==> src/rtl/reg_bank_ctrl_pkg.sv <==
// Shared types and constants for the register bank access controller.
// Holds the controller state encoding, requester IDs and default widths.
package reg_bank_ctrl_pkg;

  localparam int DEF_DATA_W   = 32;
  localparam int DEF_ADDR_W   = 4;
  localparam int DEF_NUM_REGS = 16;

  localparam logic REQ_CORE = 1'b0;
  localparam logic REQ_LOAD = 1'b1;

  typedef enum logic [1:0] {
    IDLE  = 2'd0,
    RESP  = 2'd1,
    CLEAR = 2'd2
  } state_t;

  // Converts a requester ID into its one-hot grant vector.
  function automatic logic [1:0] id_to_onehot(input logic id);
    return id ? 2'b10 : 2'b01;
  endfunction

endpackage

==> src/rtl/reg_bank_ctrl_if.sv <==
// Request/response bundle between the two requesters and the bank controller.
// Requester i owns bit i of each 2-bit vector and slice i of each packed field.
interface reg_bank_ctrl_if
  import reg_bank_ctrl_pkg::*;
#(
  parameter int DATA_W = DEF_DATA_W,
  parameter int ADDR_W = DEF_ADDR_W
);

  // Handshake: a request transfers on a cycle where req_valid[i] && req_ready[i];
  // request fields stay stable while valid && !ready, and valid may drop before
  // acceptance. A response transfers when rsp_valid && rsp_ready; rsp_id and
  // rsp_data are held stable while rsp_valid && !rsp_ready.
  logic [1:0]          req_valid;
  logic [1:0]          req_ready;
  logic [1:0]          req_write;
  logic [2*ADDR_W-1:0] req_waddr;
  logic [2*ADDR_W-1:0] req_raddr1;
  logic [2*ADDR_W-1:0] req_raddr2;
  logic [2*DATA_W-1:0] req_wdata;
  logic                rsp_valid;
  logic                rsp_ready;
  logic                rsp_id;
  logic [DATA_W-1:0]   rsp_data1;
  logic [DATA_W-1:0]   rsp_data2;

  modport master (
    output req_valid, req_write, req_waddr, req_raddr1, req_raddr2, req_wdata,
    output rsp_ready,
    input  req_ready, rsp_valid, rsp_id, rsp_data1, rsp_data2
  );

  modport slave (
    input  req_valid, req_write, req_waddr, req_raddr1, req_raddr2, req_wdata,
    input  rsp_ready,
    output req_ready, rsp_valid, rsp_id, rsp_data1, rsp_data2
  );

endinterface

==> src/rtl/reg_bank_ctrl_rr_arb2.sv <==
// Two-input arbiter: round-robin, or fixed priority to requester 0.
// Emits a one-hot grant; the round-robin pointer moves only on an enabled grant.
module rr_arb2
  import reg_bank_ctrl_pkg::*;
#(
  parameter bit PRIO_FIXED = 1'b0
) (
  input  logic       clk,
  input  logic       reset_n,
  input  logic [1:0] req,
  input  logic       update_en,
  output logic [1:0] gnt,
  output logic       gnt_id,
  output logic       gnt_any
);

  // ptr_q names the requester that wins the next tie.
  logic ptr_q;

  always_comb begin
    gnt = 2'b00;
    if (PRIO_FIXED) begin
      if (req[0])      gnt = id_to_onehot(REQ_CORE);
      else if (req[1]) gnt = id_to_onehot(REQ_LOAD);
    end else begin
      case (req)
        2'b01:   gnt = id_to_onehot(REQ_CORE);
        2'b10:   gnt = id_to_onehot(REQ_LOAD);
        2'b11:   gnt = id_to_onehot(ptr_q);
        default: gnt = 2'b00;
      endcase
    end
  end

  assign gnt_id  = gnt[1];
  assign gnt_any = |gnt;

  always_ff @(posedge clk or negedge reset_n) begin
    if (!reset_n) begin
      ptr_q <= REQ_CORE;
    end else if (update_en && gnt_any) begin
      ptr_q <= ~gnt_id;
    end
  end

endmodule

==> src/rtl/reg_bank_ctrl.sv <==
// Access controller in front of the register bank: arbitrates two requesters,
// returns read data over a valid/ready channel and sequences a full bank clear.
module reg_bank_ctrl
  import reg_bank_ctrl_pkg::*;
#(
  parameter int DATA_W     = DEF_DATA_W,
  parameter int ADDR_W     = DEF_ADDR_W,
  parameter int NUM_REGS   = DEF_NUM_REGS,
  parameter bit PRIO_FIXED = 1'b0
) (
  input  logic              clk,
  input  logic              reset_n,
  reg_bank_ctrl_if.slave    bus,
  input  logic              clr_start,
  output logic              clr_busy,
  output logic              bank_read,
  output logic              bank_write,
  output logic [ADDR_W-1:0] bank_write_port,
  output logic [ADDR_W-1:0] bank_read_port1,
  output logic [ADDR_W-1:0] bank_read_port2,
  output logic [DATA_W-1:0] bank_write_data,
  input  logic [DATA_W-1:0] bank_read_data1,
  input  logic [DATA_W-1:0] bank_read_data2,
  output state_t            dbg_state
);

  localparam logic [ADDR_W-1:0] LAST_IDX = ADDR_W'(NUM_REGS - 1);

  state_t            state_q, state_d;
  logic              clr_pending_q, clr_pending_d;
  logic [ADDR_W-1:0] cnt_q, cnt_d;
  logic              rsp_valid_q;
  logic              rsp_id_q;
  logic [DATA_W-1:0] rsp_data1_q, rsp_data2_q;
  logic              rsp_load;

  logic              grant_en;
  logic [1:0]        gnt;
  logic              gnt_id;
  logic              gnt_any;

  logic              win_write;
  logic [ADDR_W-1:0] win_waddr, win_raddr1, win_raddr2;
  logic [DATA_W-1:0] win_wdata;

  // A pending clear blocks grants so the clear starts ahead of any new request.
  assign grant_en = (state_q == IDLE) && !clr_pending_q;

  rr_arb2 #(
    .PRIO_FIXED (PRIO_FIXED)
  ) u_arb (
    .clk       (clk),
    .reset_n   (reset_n),
    .req       (bus.req_valid & {2{grant_en}}),
    .update_en (grant_en),
    .gnt       (gnt),
    .gnt_id    (gnt_id),
    .gnt_any   (gnt_any)
  );

  assign win_write  = gnt_id ? bus.req_write[1] : bus.req_write[0];
  assign win_waddr  = gnt_id ? bus.req_waddr[2*ADDR_W-1:ADDR_W]  : bus.req_waddr[ADDR_W-1:0];
  assign win_raddr1 = gnt_id ? bus.req_raddr1[2*ADDR_W-1:ADDR_W] : bus.req_raddr1[ADDR_W-1:0];
  assign win_raddr2 = gnt_id ? bus.req_raddr2[2*ADDR_W-1:ADDR_W] : bus.req_raddr2[ADDR_W-1:0];
  assign win_wdata  = gnt_id ? bus.req_wdata[2*DATA_W-1:DATA_W]  : bus.req_wdata[DATA_W-1:0];

  always_comb begin
    state_d         = state_q;
    cnt_d           = cnt_q;
    rsp_load        = 1'b0;
    bank_read       = 1'b0;
    bank_write      = 1'b0;
    bank_write_port = '0;
    bank_read_port1 = '0;
    bank_read_port2 = '0;
    bank_write_data = '0;
    case (state_q)
      IDLE: begin
        if (clr_pending_q) begin
          state_d = CLEAR;
        end else if (gnt_any) begin
          if (win_write) begin
            bank_write      = 1'b1;
            bank_write_port = win_waddr;
            bank_write_data = win_wdata;
          end else begin
            // Bank latches on this cycle's negedge; data is captured at the posedge.
            bank_read       = 1'b1;
            bank_read_port1 = win_raddr1;
            bank_read_port2 = win_raddr2;
            rsp_load        = 1'b1;
            state_d         = RESP;
          end
        end
      end
      RESP: begin
        if (bus.rsp_ready) state_d = IDLE;
      end
      CLEAR: begin
        bank_write      = 1'b1;
        bank_write_port = cnt_q;
        if (cnt_q == LAST_IDX) begin
          cnt_d   = '0;
          state_d = IDLE;
        end else begin
          cnt_d = cnt_q + ADDR_W'(1);
        end
      end
      default: state_d = IDLE;
    endcase
  end

  // A new pulse always survives, even on the cycle a previous one is consumed.
  assign clr_pending_d = clr_start || (clr_pending_q && (state_q != IDLE));

  always_ff @(posedge clk or negedge reset_n) begin
    if (!reset_n) begin
      state_q       <= IDLE;
      clr_pending_q <= 1'b0;
      cnt_q         <= '0;
    end else begin
      state_q       <= state_d;
      clr_pending_q <= clr_pending_d;
      cnt_q         <= cnt_d;
    end
  end

  always_ff @(posedge clk or negedge reset_n) begin
    if (!reset_n) begin
      rsp_valid_q <= 1'b0;
      rsp_id_q    <= REQ_CORE;
      rsp_data1_q <= '0;
      rsp_data2_q <= '0;
    end else if (rsp_load) begin
      rsp_valid_q <= 1'b1;
      rsp_id_q    <= gnt_id;
      rsp_data1_q <= bank_read_data1;
      rsp_data2_q <= bank_read_data2;
    end else if ((state_q == RESP) && bus.rsp_ready) begin
      rsp_valid_q <= 1'b0;
    end
  end

  assign bus.req_ready = gnt;
  assign bus.rsp_valid = rsp_valid_q;
  assign bus.rsp_id    = rsp_id_q;
  assign bus.rsp_data1 = rsp_data1_q;
  assign bus.rsp_data2 = rsp_data2_q;
  assign clr_busy      = (state_q == CLEAR);
  assign dbg_state     = state_q;

endmodule

==> src/flat_wrapper.sv <==
// flat-port wrapper written by rule: the top's interface ports become plain ports
module reg_bank_ctrl_flat import reg_bank_ctrl_pkg::*;
#(
  parameter int DATA_W     = DEF_DATA_W,
  parameter int ADDR_W     = DEF_ADDR_W,
  parameter int NUM_REGS   = DEF_NUM_REGS,
  parameter bit PRIO_FIXED = 1'b0
)
  (clk, reset_n, clr_start, clr_busy, bank_read, bank_write, bank_write_port, bank_read_port1, bank_read_port2, bank_write_data, bank_read_data1, bank_read_data2, dbg_state, bus_req_valid, bus_req_write, bus_req_waddr, bus_req_raddr1, bus_req_raddr2, bus_req_wdata, bus_rsp_ready, bus_req_ready, bus_rsp_valid, bus_rsp_id, bus_rsp_data1, bus_rsp_data2);
  reg_bank_ctrl_if #(.DATA_W(DATA_W), .ADDR_W(ADDR_W)) bus_i ();
  input  logic clk;
  input  logic reset_n;
  input  logic clr_start;
  output logic clr_busy;
  output logic bank_read;
  output logic bank_write;
  output logic [ADDR_W-1:0] bank_write_port;
  output logic [ADDR_W-1:0] bank_read_port1;
  output logic [ADDR_W-1:0] bank_read_port2;
  output logic [DATA_W-1:0] bank_write_data;
  input  logic [DATA_W-1:0] bank_read_data1;
  input  logic [DATA_W-1:0] bank_read_data2;
  output state_t dbg_state;
  input wire logic [$bits(bus_i.req_valid)-1:0] bus_req_valid;
  input wire logic [$bits(bus_i.req_write)-1:0] bus_req_write;
  input wire logic [$bits(bus_i.req_waddr)-1:0] bus_req_waddr;
  input wire logic [$bits(bus_i.req_raddr1)-1:0] bus_req_raddr1;
  input wire logic [$bits(bus_i.req_raddr2)-1:0] bus_req_raddr2;
  input wire logic [$bits(bus_i.req_wdata)-1:0] bus_req_wdata;
  input wire logic [$bits(bus_i.rsp_ready)-1:0] bus_rsp_ready;
  output wire logic [$bits(bus_i.req_ready)-1:0] bus_req_ready;
  output wire logic [$bits(bus_i.rsp_valid)-1:0] bus_rsp_valid;
  output wire logic [$bits(bus_i.rsp_id)-1:0] bus_rsp_id;
  output wire logic [$bits(bus_i.rsp_data1)-1:0] bus_rsp_data1;
  output wire logic [$bits(bus_i.rsp_data2)-1:0] bus_rsp_data2;
  assign bus_i.req_valid = bus_req_valid;
  assign bus_i.req_write = bus_req_write;
  assign bus_i.req_waddr = bus_req_waddr;
  assign bus_i.req_raddr1 = bus_req_raddr1;
  assign bus_i.req_raddr2 = bus_req_raddr2;
  assign bus_i.req_wdata = bus_req_wdata;
  assign bus_i.rsp_ready = bus_rsp_ready;
  assign bus_req_ready = bus_i.req_ready;
  assign bus_rsp_valid = bus_i.rsp_valid;
  assign bus_rsp_id = bus_i.rsp_id;
  assign bus_rsp_data1 = bus_i.rsp_data1;
  assign bus_rsp_data2 = bus_i.rsp_data2;
  reg_bank_ctrl #(.DATA_W(DATA_W), .ADDR_W(ADDR_W), .NUM_REGS(NUM_REGS), .PRIO_FIXED(PRIO_FIXED)) u_core (.clk(clk), .reset_n(reset_n), .bus(bus_i), .clr_start(clr_start), .clr_busy(clr_busy), .bank_read(bank_read), .bank_write(bank_write), .bank_write_port(bank_write_port), .bank_read_port1(bank_read_port1), .bank_read_port2(bank_read_port2), .bank_write_data(bank_write_data), .bank_read_data1(bank_read_data1), .bank_read_data2(bank_read_data2), .dbg_state(dbg_state));
endmodule
==> config.mk <==
export PLATFORM = sky130hd
export DESIGN_NAME = reg_bank_ctrl_flat
export DESIGN_NICKNAME = d
export VERILOG_FILES = /design/src/rtl/reg_bank_ctrl_pkg.sv /design/src/rtl/reg_bank_ctrl_if.sv /design/src/rtl/reg_bank_ctrl_rr_arb2.sv /design/src/rtl/reg_bank_ctrl.sv /design/src/flat_wrapper.sv
export SDC_FILE = /design/constraint.sdc
export NUM_CORES = 1
export LEC_CHECK = 0
export ABC_AREA = 0
export CORE_AREA = 3 3 108 110
export CTS_BUF_LIST = sky130_fd_sc_hd__clkbuf_4
export DETAILED_ROUTE_END_ITERATION = 16
export DIE_AREA = 0 0 111 113
export DONT_BUFFER_PORTS = 1
export HOLD_SLACK_MARGIN = 0.06
export PLACE_DENSITY = 0.55
export REMOVE_ABC_BUFFERS = 1
export SYNTH_ARGS = -nofsm -noshare
export SYNTH_HDL_FRONTEND = slang
export SYNTH_SLANG_ARGS = --single-unit
==> constraint.sdc <==
create_clock -name clk -period 2.8 [get_ports clk]
set_clock_uncertainty 0.1 [all_clocks]
set_input_delay 0.28 -clock clk [delete_from_list [all_inputs] [get_ports clk]]
set_output_delay 0.28 -clock clk [all_outputs]
set_load 0.01 [all_outputs]
==> metrics.txt, run 1 <==
first-pass GRT wire length=between 15000 and 20000 um; via count=around 2600; register share of total power=between 50 and 60%; Buf/Inv on CP=2; Synth Area in Adders=0.350%; buffer levels on the longest clock path=2; slowest CP cell=dfrtp_1; Seq/Total Area, Yosys=51.8%; initial antenna violation count=2; cell taking the most area after synthesis=dfrtp_1; largest family of logic cells by synthesized area=multiplexers; Post-synth EDFFs=0; Worst setup SP type=flip-flop; XOR/XNOR share of the synthesized area=0.245%; register bit total from synthesis=between 70 and 80; Rel. slew slack=65.7%; Lkg Pwr=2.46 nW; mux contribution to synthesized area=32.5%; TritonCTS clock tree=built; Max VDD drop=0.262 mV; Via density=a little over 5; drt drc=0; Slowest Stage Delay on Critical Path=between 500 and 600 ps; grt total ovfl=0; CTS Root Cell=clkbuf_4; WL final=a little over 10000 um; H-tree Lvls=3; Netlist Area Pre-Place=about 3600 sq um; Worst Path Required=2420 ps; Clock Power Share=between 20% and 30%; pin count of the biggest net entering global routing=75; Initial DRT Pass Iterations=4; Avg WL per Cell=20.6 um; Max Clk Rate=between 300 and 400 MHz; ys flop type=dfrtp_1; Fin. Hold Viols=0; final RePlAce weighted congestion=0.753; Compound-Gate Fraction of Synth Area=3.08%; hold_ws=208 ps; share of cells above drive strength 1=7.18%; Max Slew Vio Count=0; Comb pwr share=16.1%; ys async rst share=100%; die height=approximately 110 um; outcome=finished clean; post-place instance area=roughly 3700 sq um; simple-gate share of the synthesized area=between 7 and 8%; most frequent cells in the layout=dfrtp_1, dlygate4sd3_1, mux2_1, mux2i_1, nor2_1; share of the synthesized area in the top cell type=51.8%; Num CTS Buffers=9; top cells by area, synth=dfrtp_1, mux2_1, mux2i_1; Power per Cell Area=505 nW/um^2; P_sw=0.675 mW; IO buf count=0; core area=about 11000 sq um; # IOs=277; Synth warnings=0; vias in the first global route=2586; Int Power=1.62 mW; # Max-Cap Violations=0; Die Wd=111 um; Clk pin slew, worst setup/hold paths=130 ps; RSZ-0062 raised after global routing=false; Tcrit/Tclk final=92.3%; Syn Area/Cell=12.5 sq um; DRT iter0 DRCs=191; Starting Density=33.1%; final layout net count=518; CP arrival=2200 ps; die area=12500 sq um; min Tclk post-route=2580 ps; dpl hpwl=7430 um; Least-Margin Pin Slew=~500 ps; Design Area, Final=4550 sq um; ANT nets after route=0; flop-to-flop setup slack=roughly 420 ps; crit path cell chain=nor3_4 > o21ai_1 > or3_4 > inv_2 > buf_12; critical setup path kind=reg -> out; Pwr Total=2.30 mW; fillers=969; Tightest Hold Check Type=in -> reg; Final setup viols=0; Area growth syn-to-layout=27.2%; Setup crit end kind=output port; num rows=38; TritonCTS Sinks=74; Synth cell types=31; Setup Fix Bufs, Post-CTS=0; switch share=~29%; Worst-Skew Late Latency=420 ps; CP max FO=65; delay-heaviest family, CP=simple AND/OR/NAND/NOR gates; GRT Total Usage=15.8%; Cells after Synth=287; commonest non-fill, non-tap cell in the layout=dfrtp_1
==> synth_stat cells (2+ instances only) <==
cell type / count
a21oi_1: 3
and3_1: 2
buf_2: 5
buf_4: 2
buf_8: 5
clkbuf_1: 4
dfrtp_1: 74
inv_1: 2
mux2_1: 64
mux2i_1: 44
nand2_1: 11
nand2b_1: 4
nor2_1: 41
o21ai_0: 9
==> final cells by class <==
class | instances | area (sq um) | area share (%)
Antenna cell | 2 | 5.00 | 0.110
Clock buffer | 9 | 67.6 | 1.48
Clock inverter | 7 | 76.3 | 1.68
Inverter | 4 | 15.0 | 0.330
Multi-Input combinational cell | 192 | 1580 | 34.7
Sequential cell | 74 | 1850 | 40.7
Tap cell | 140 | 175 | 3.85
Timing Repair Buffer | 76 | 782 | 17.2
==> worst paths after layout <==
check / start / endpoint / cells after the start
max: u_core.dbg_state[0] / bank_read / 5
min: bus_req_valid[1] / u_core.bus.rsp_valid / 3
max reg2reg: u_core.dbg_state[0] / u_core.bus.rsp_data2[29] / 6
min reg2reg: u_core.cnt_q[3] / u_core.cnt_q[3] / 1
max in group asynchronous: reset_n / u_core.bus.rsp_data2[24] / 2
min in group asynchronous: reset_n / u_core.bus.rsp_data1[9] / 2
==> logic make-up after synthesis <==
kind of cell,count (synthesis)
multiplexers,108
flip-flops,74
AND/OR/NAND/NOR,63
buffers and inverters,21
AO/OA/AOI/OAI,19
XOR/XNOR,1
adder cells (fa/ha/maj),1
==> power groups by stage <==
stage	Sequential, mW	Clock (mW)	Combinational, mW
3_3_place_gp	1.28	0	0.251
4_1_cts	1.26	0.702	0.372
6_report	1.26	0.671	0.369
3_5_place_dp	1.28	0	0.262
5_1_grt	1.27	0.755	0.408
2_1_floorplan	1.26	0	0.194
==> per-stage QoR <==
step                      util [%]  std cells  TNS, ps  worst slack [ps]
after floorplan                  -        270   -20680              -553
after global placement        34.0        415        0               520
after detailed placement      34.0        415        0               445
after CTS                     42.1        502        0               111
after global routing          42.2        504        0              50.8
final                         42.2        504        0               216
==> layer usage <==
| metal | part of all wire, % | track usage [%] | vias up |
|---|---|---|---|
| li1 | - | - | 1138 |
| met4 | 2.6 | 7.22 | 0 |
| met5 | 0 | 0 | - |
| met1 | 36 | 16.4 | 1215 |
| met2 | 52 | 28.9 | 184 |
| met3 | 9.3 | 5.35 | 18 |
==> registers in the layout, indices dropped and copies added (netlist names) <==
signal                flops
u_core.bus.rsp_data2     32
u_core.bus.rsp_data1     32
u_core.bus.rsp_id         1
u_core.clr_pending_q      1
u_core.dbg_state          2
u_core.cnt_q              4
u_core.bus.rsp_valid      1
u_core.u_arb.ptr_q        1
==> tightest hold or removal path, delay by kind of cell <==
kind             cells  cell delay (ps)
AND/OR/NAND/NOR      2              290
AO/OA/AOI/OAI        1              130
==> repair_timing <==
action,CTS,global route
hold buffers,71,0
endpoints found under the hold margin,143,0
gates resized for setup,0,1
endpoints found under the setup margin,0,6
No activity file was read; power rests on OpenSTA's default activity.
==> inputs of run 2 (changes only) <==
MAX_ROUTING_LAYER = met4   (was not set)
==> run 2 against run 1 <==
Compared with the run above:
- clock power about the same
- via count is essentially flat
- worst hold slack about the same
- sequential power barely moved
- power about the same
- first-iteration DRC count rose by 11%
- register-to-register slack about the same
- largest power group unchanged
- highest routed layer unchanged
==> metrics.txt, run 2 (synthesized netlist as in run 1, its figures left out) <==
GRT Total Usage=16.3% (+0.51 points); Design Area, Final=4550 sq um (unchanged); Tightest Hold Check Type=in -> reg; vias in the first global route=2596 (+0.39%); Setup crit end kind=output port; Max VDD drop=0.262 mV (about the same); Worst setup SP type=flip-flop; die height=113 um (unchanged); min Tclk post-route=2590 ps (+1.77 ps); Num CTS Buffers=9 (unchanged); share of cells above drive strength 1=7.18% (unchanged); ANT nets after route=0 (unchanged); commonest non-fill, non-tap cell in the layout=dfrtp_1; Setup WS pre-CTS=445 ps (unchanged); core area=10800 sq um (unchanged); grt total ovfl=0 (unchanged); setup TNS=0 ps (unchanged); DP Cell Count=415 (unchanged); # IOs=277 (unchanged); H-tree Lvls=3 (unchanged); via count=2557 (+0.078%); Worst-Skew Late Latency=420 ps (about the same); pin count of the biggest net entering global routing=75 (unchanged); Power per Cell Area=505 nW/um^2 (about the same); Clk pin slew, worst setup/hold paths=130 ps (about the same); DRT iter0 DRCs=212 (+11%); Rel. slew slack=65.7% (about the same); TritonCTS clock tree=built; hold path depth=3 (unchanged); # Max-Cap Violations=0 (unchanged); Max Clk Rate=387 MHz (about the same); hold_ws=208 ps (+0.235 ps); first-pass GRT wire length=15300 um (+0.18%); dpl hpwl=7430 um (unchanged); Die Wd=111 um (unchanged); Reg2Reg Depth=6 (unchanged); Final setup viols=0 (unchanged); post-place instance area=3670 sq um (unchanged); Fin. Hold Viols=0 (unchanged); final RePlAce weighted congestion=0.763 (+1.3%); TritonCTS Sinks=74 (unchanged); Least-Margin Pin Slew=515 ps (+0.814 ps); Max Slew Vio Count=0 (unchanged); R2R Path End=u_core.bus.rsp_data2[29]; RSZ-0062 raised after global routing=false; Area growth syn-to-layout=27.2% (unchanged); num rows=38 (unchanged); IO buf count=0 (unchanged); non-filler instance count after layout=504 (unchanged); Avg WL per Cell=20.6 um (+0.14%); initial antenna violation count=2 (unchanged); Setup Fix Bufs, Post-CTS=0 (unchanged); Starting Density=33.1% (unchanged); min-delay src=bus_req_valid[1]; CTS Root Cell=clkbuf_4; Initial DRT Pass Iterations=4 (unchanged); met2 usage=28.7% (-0.24 points); Pwr Total=2.30 mW (about the same); CP max FO=65 (unchanged); flop-to-flop setup slack=410 ps (about the same); Lkg Pwr=2.46 nW (unchanged); die area=12500 sq um (unchanged); final setup margin=214 ps (-1.77 ps); drt drc=0 (unchanged); CP arrival=2210 ps (about the same); outcome=finished clean; sink of the worst hold path=u_core.bus.rsp_valid; final layout net count=518 (unchanged); busiest grt layer=met2; worst r2r src=u_core.dbg_state[0]; critical setup path kind=reg -> out; most frequent cells in the layout=dfrtp_1, dlygate4sd3_1, mux2_1, mux2i_1, nor2_1; Worst Path Required=2420 ps (about the same); GR met1 Demand/Resource=16.8% (+0.41 points); Tcrit/Tclk final=92.4% (about the same); buffer levels on the longest clock path=2 (unchanged); met3 Resource Use GR=5.19% (-0.16 points); Via density=5.07 (about the same); Util after Layout=42.2% (unchanged); WL final=10400 um (+0.14%)
run 2: cell counts in the layout (fill, tap and decap cells not counted):
No cell type changed its count.
run 2: worst max-delay path by stage:
| stage | start | endpoint | slack [ps] | cells after the start |
|---|---|---|---|---|
| final | u_core.dbg_state[0] | bank_read | 210 | 5 |
| after CTS | u_core.dbg_state[0] | bank_write_port[3] | 110 | 5 |
| after detailed placement | u_core.dbg_state[0] | u_core.bus.rsp_data2[5] | 450 | 6 |
| after global routing | u_core.dbg_state[0] | bank_read | 50 | 5 |
| after floorplan | u_core.dbg_state[1] | bank_write_port[0] | -550 | 4 |
| after global placement | u_core.dbg_state[0] | u_core.bus.rsp_data2[4] | 520 | 6 |
run 2: cell type report:
class                      count  area (sq um)
tap                          140           175
sequential                    74          1850
timing repair buffer          76           782
clock buffer                   9          67.6
fill                         969          6240
inverter                       4          15.0
multi-input combinational    192          1580
antenna                        2          5.00
clock inverter                 7          76.3
run 2: timing repair:
action | CTS | global route
hold endpoints to repair | 143 | 0
hold buffers | 71 | 0
gates resized for setup | 0 | 1
setup endpoints to repair | 0 | 7
run 2: power by group:
| part | total (mW) | switching [mW] | internal (mW) |
|---|---|---|---|
| sequential | 1.26 | 0.104 | 1.15 |
| combinational | 0.369 | 0.179 | 0.190 |
| clock | 0.671 | 0.392 | 0.278 |
run 2: worst max-delay path, stage by stage (launching register included):
cell     delay, ps
dfrtp_1        510
nor3_4         290
o21ai_1        120
or3_4          420
inv_2          100
buf_12         280
run 2: per-layer routing:
metal  up-vias  part of all wire, %
met5         -                    0
met4         0                  2.5
met3        18                  9.1
met2       184                   52
met1      1216                   36
li1       1139                    -
==> inputs of run 3 (changes only) <==
CAP_MARGIN = 20   (was not set)
CTS_BUF_LIST = sky130_fd_sc_hd__clkbuf_2 sky130_fd_sc_hd__clkbuf_4 sky130_fd_sc_hd__clkbuf_8   (was sky130_fd_sc_hd__clkbuf_4)
==> run 3 against run 2 <==
Compared with the run above:
- critical path depth is the same
- global-route usage is essentially flat
- die area is the same
- final area grew 1.3%
- power grew 8.3%
- setup slack gained 31 ps
- sequential power is essentially flat
- flip-flop and latch count is the same
- utilization grew 0.56 points
- register-to-register slack is essentially flat
- sequential share of layout area shrank 0.53 points
==> metrics.txt, run 3 (synthesized netlist as in run 1, its figures left out) <==
outcome=finished clean; Fin. Hold Viols=0 (unchanged); most frequent cells in the layout=dfrtp_1, dlygate4sd3_1, mux2_1, mux2i_1, nor2_1; H-tree Lvls=3 (unchanged); Tcrit/Tclk final=91.3% (-1.1 points); final RePlAce weighted congestion=0.763 (unchanged); critical setup path kind=reg -> out; CTS Root Cell=clkbuf_8; RSZ-0062 raised after global routing=false; drt drc=0 (unchanged); Util after Layout=42.7% (+0.56 points); Worst setup SP type=flip-flop; Max Slew Vio Count=0 (unchanged); crit path from=u_core.dbg_state[0]; WL final=10400 um (+0.32%); Rel. slew slack=52.2% (-13 points); Lkg Pwr=2.49 nW (+1.1%); # Max-Cap Violations=0 (unchanged); initial antenna violation count=1 (-1); buffer levels on the longest clock path=2 (unchanged); Worst Path Required=2420 ps (about the same); Least-Margin Pin Slew=717 ps (+202 ps); min Tclk post-route=2560 ps (-30.9 ps); commonest non-fill, non-tap cell in the layout=dfrtp_1; Setup WS pre-CTS=445 ps (unchanged); CP arrival=2180 ps (-30 ps); Starting Density=33.1% (unchanged); TritonCTS Sinks=74 (unchanged); CP max FO=46 (-29%); Die Wd=111 um (unchanged); Final setup viols=0 (unchanged); final layout net count=518 (unchanged); dpl hpwl=7430 um (unchanged); grt total ovfl=0 (unchanged); ANT nets after route=0 (unchanged); die area=12500 sq um (unchanged); Tightest Hold Check Type=in -> reg; Power per Cell Area=539 nW/um^2 (+6.9%); worst r2r src=u_core.dbg_state[0]; Via density=5.04 (-0.58%); die height=113 um (unchanged); core area=10800 sq um (unchanged); Setup crit end kind=output port; Area growth syn-to-layout=28.9%; first-pass GRT wire length=15300 um (about the same); Avg WL per Cell=20.7 um (+0.52%); final setup margin=245 ps (+30.9 ps); IO buf count=0 (unchanged); Pwr Total=2.49 mW (+8.3%); num rows=38 (unchanged); GRT Total Usage=16.4% (+0.033 points); share of cells above drive strength 1=7.46% (+0.28 points); fillers=958 (-1.1%); min-delay src=bus_req_valid[1]; Worst-Skew Late Latency=350 ps (-70 ps); Num CTS Buffers=9 (unchanged); vias in the first global route=2581 (-0.58%); Clk pin slew, worst setup/hold paths=80 ps (-50 ps); Setup Fix Bufs, Post-CTS=0 (unchanged); Max Clk Rate=391 MHz (+1.2%); pin count of the biggest net entering global routing=75 (unchanged); # IOs=277 (unchanged); TritonCTS clock tree=built; DRT iter0 DRCs=217 (+2.4%); Initial DRT Pass Iterations=4 (unchanged); Max VDD drop=0.265 mV (+1.1%); via count=2537 (-0.78%)
## run 3: area by class of cell
| class | instances | area [sq um] | share of cell area (%) |
|---|---|---|---|
| Clock inverter | 6 | 72.6 | 1.57 |
| Inverter | 4 | 15.0 | 0.326 |
| Multi-Input combinational cell | 192 | 1580 | 34.2 |
| Tap cell | 140 | 175 | 3.80 |
| Timing Repair Buffer | 76 | 778 | 16.9 |
| Clock buffer | 10 | 138 | 2.99 |
| Antenna cell | 1 | 2.50 | 0.0543 |
| Sequential cell | 74 | 1850 | 40.2 |
## run 3: path summary, 6_finish.rpt
path	endpoint	slack, ps	depth (start not counted)
max in group asynchronous	u_core.bus.rsp_data1[1]	1910	2
setup / recovery	bank_write_port[3]	240	5
hold reg to reg	u_core.cnt_q[3]	410	1
min in group asynchronous	u_core.bus.rsp_data1[9]	370	2
hold / removal	u_core.bus.rsp_valid	290	3
setup reg to reg	u_core.bus.rsp_data2[29]	420	6
## run 3: layer usage
metal / part of all wire (%) / global-route usage, %
met5: 0 / -
met3: 9.3 / 4.55
met4: 2.6 / 7.96
met2: 52 / 28.7
met1: 36 / 17.0
## run 3: metrics by stage
step | cell area, sq um | setup TNS [ps] | hold slack, ps | std cells
6_report | 4610 | 0 | 290 | 503
5_1_grt | 4610 | 0 | 288 | 503
2_1_floorplan | 3440 | -20680 | -116 | 270
4_1_cts | 4610 | 0 | 273 | 502
3_3_place_gp | 3670 | 0 | -114 | 415
3_5_place_dp | 3670 | 0 | -114 | 415
## run 3: what timing repair did
action	in CTS	in global routing
hold endpoints to repair	143	0
gates resized for setup	0	0
hold buffers	71	0
## run 3: critical path, cell delays in order, from the launching register on
cell     delay [ps]
dfrtp_1         530
nor3_4          100
nand3_2          80
buf_4           560
mux2i_1         170
o21ai_0         350
## run 3: power by group
| group | internal, mW | switching (mW) |
|---|---|---|
| combinational | 0.190 | 0.179 |
| clock | 0.445 | 0.416 |
| sequential | 1.15 | 0.103 |
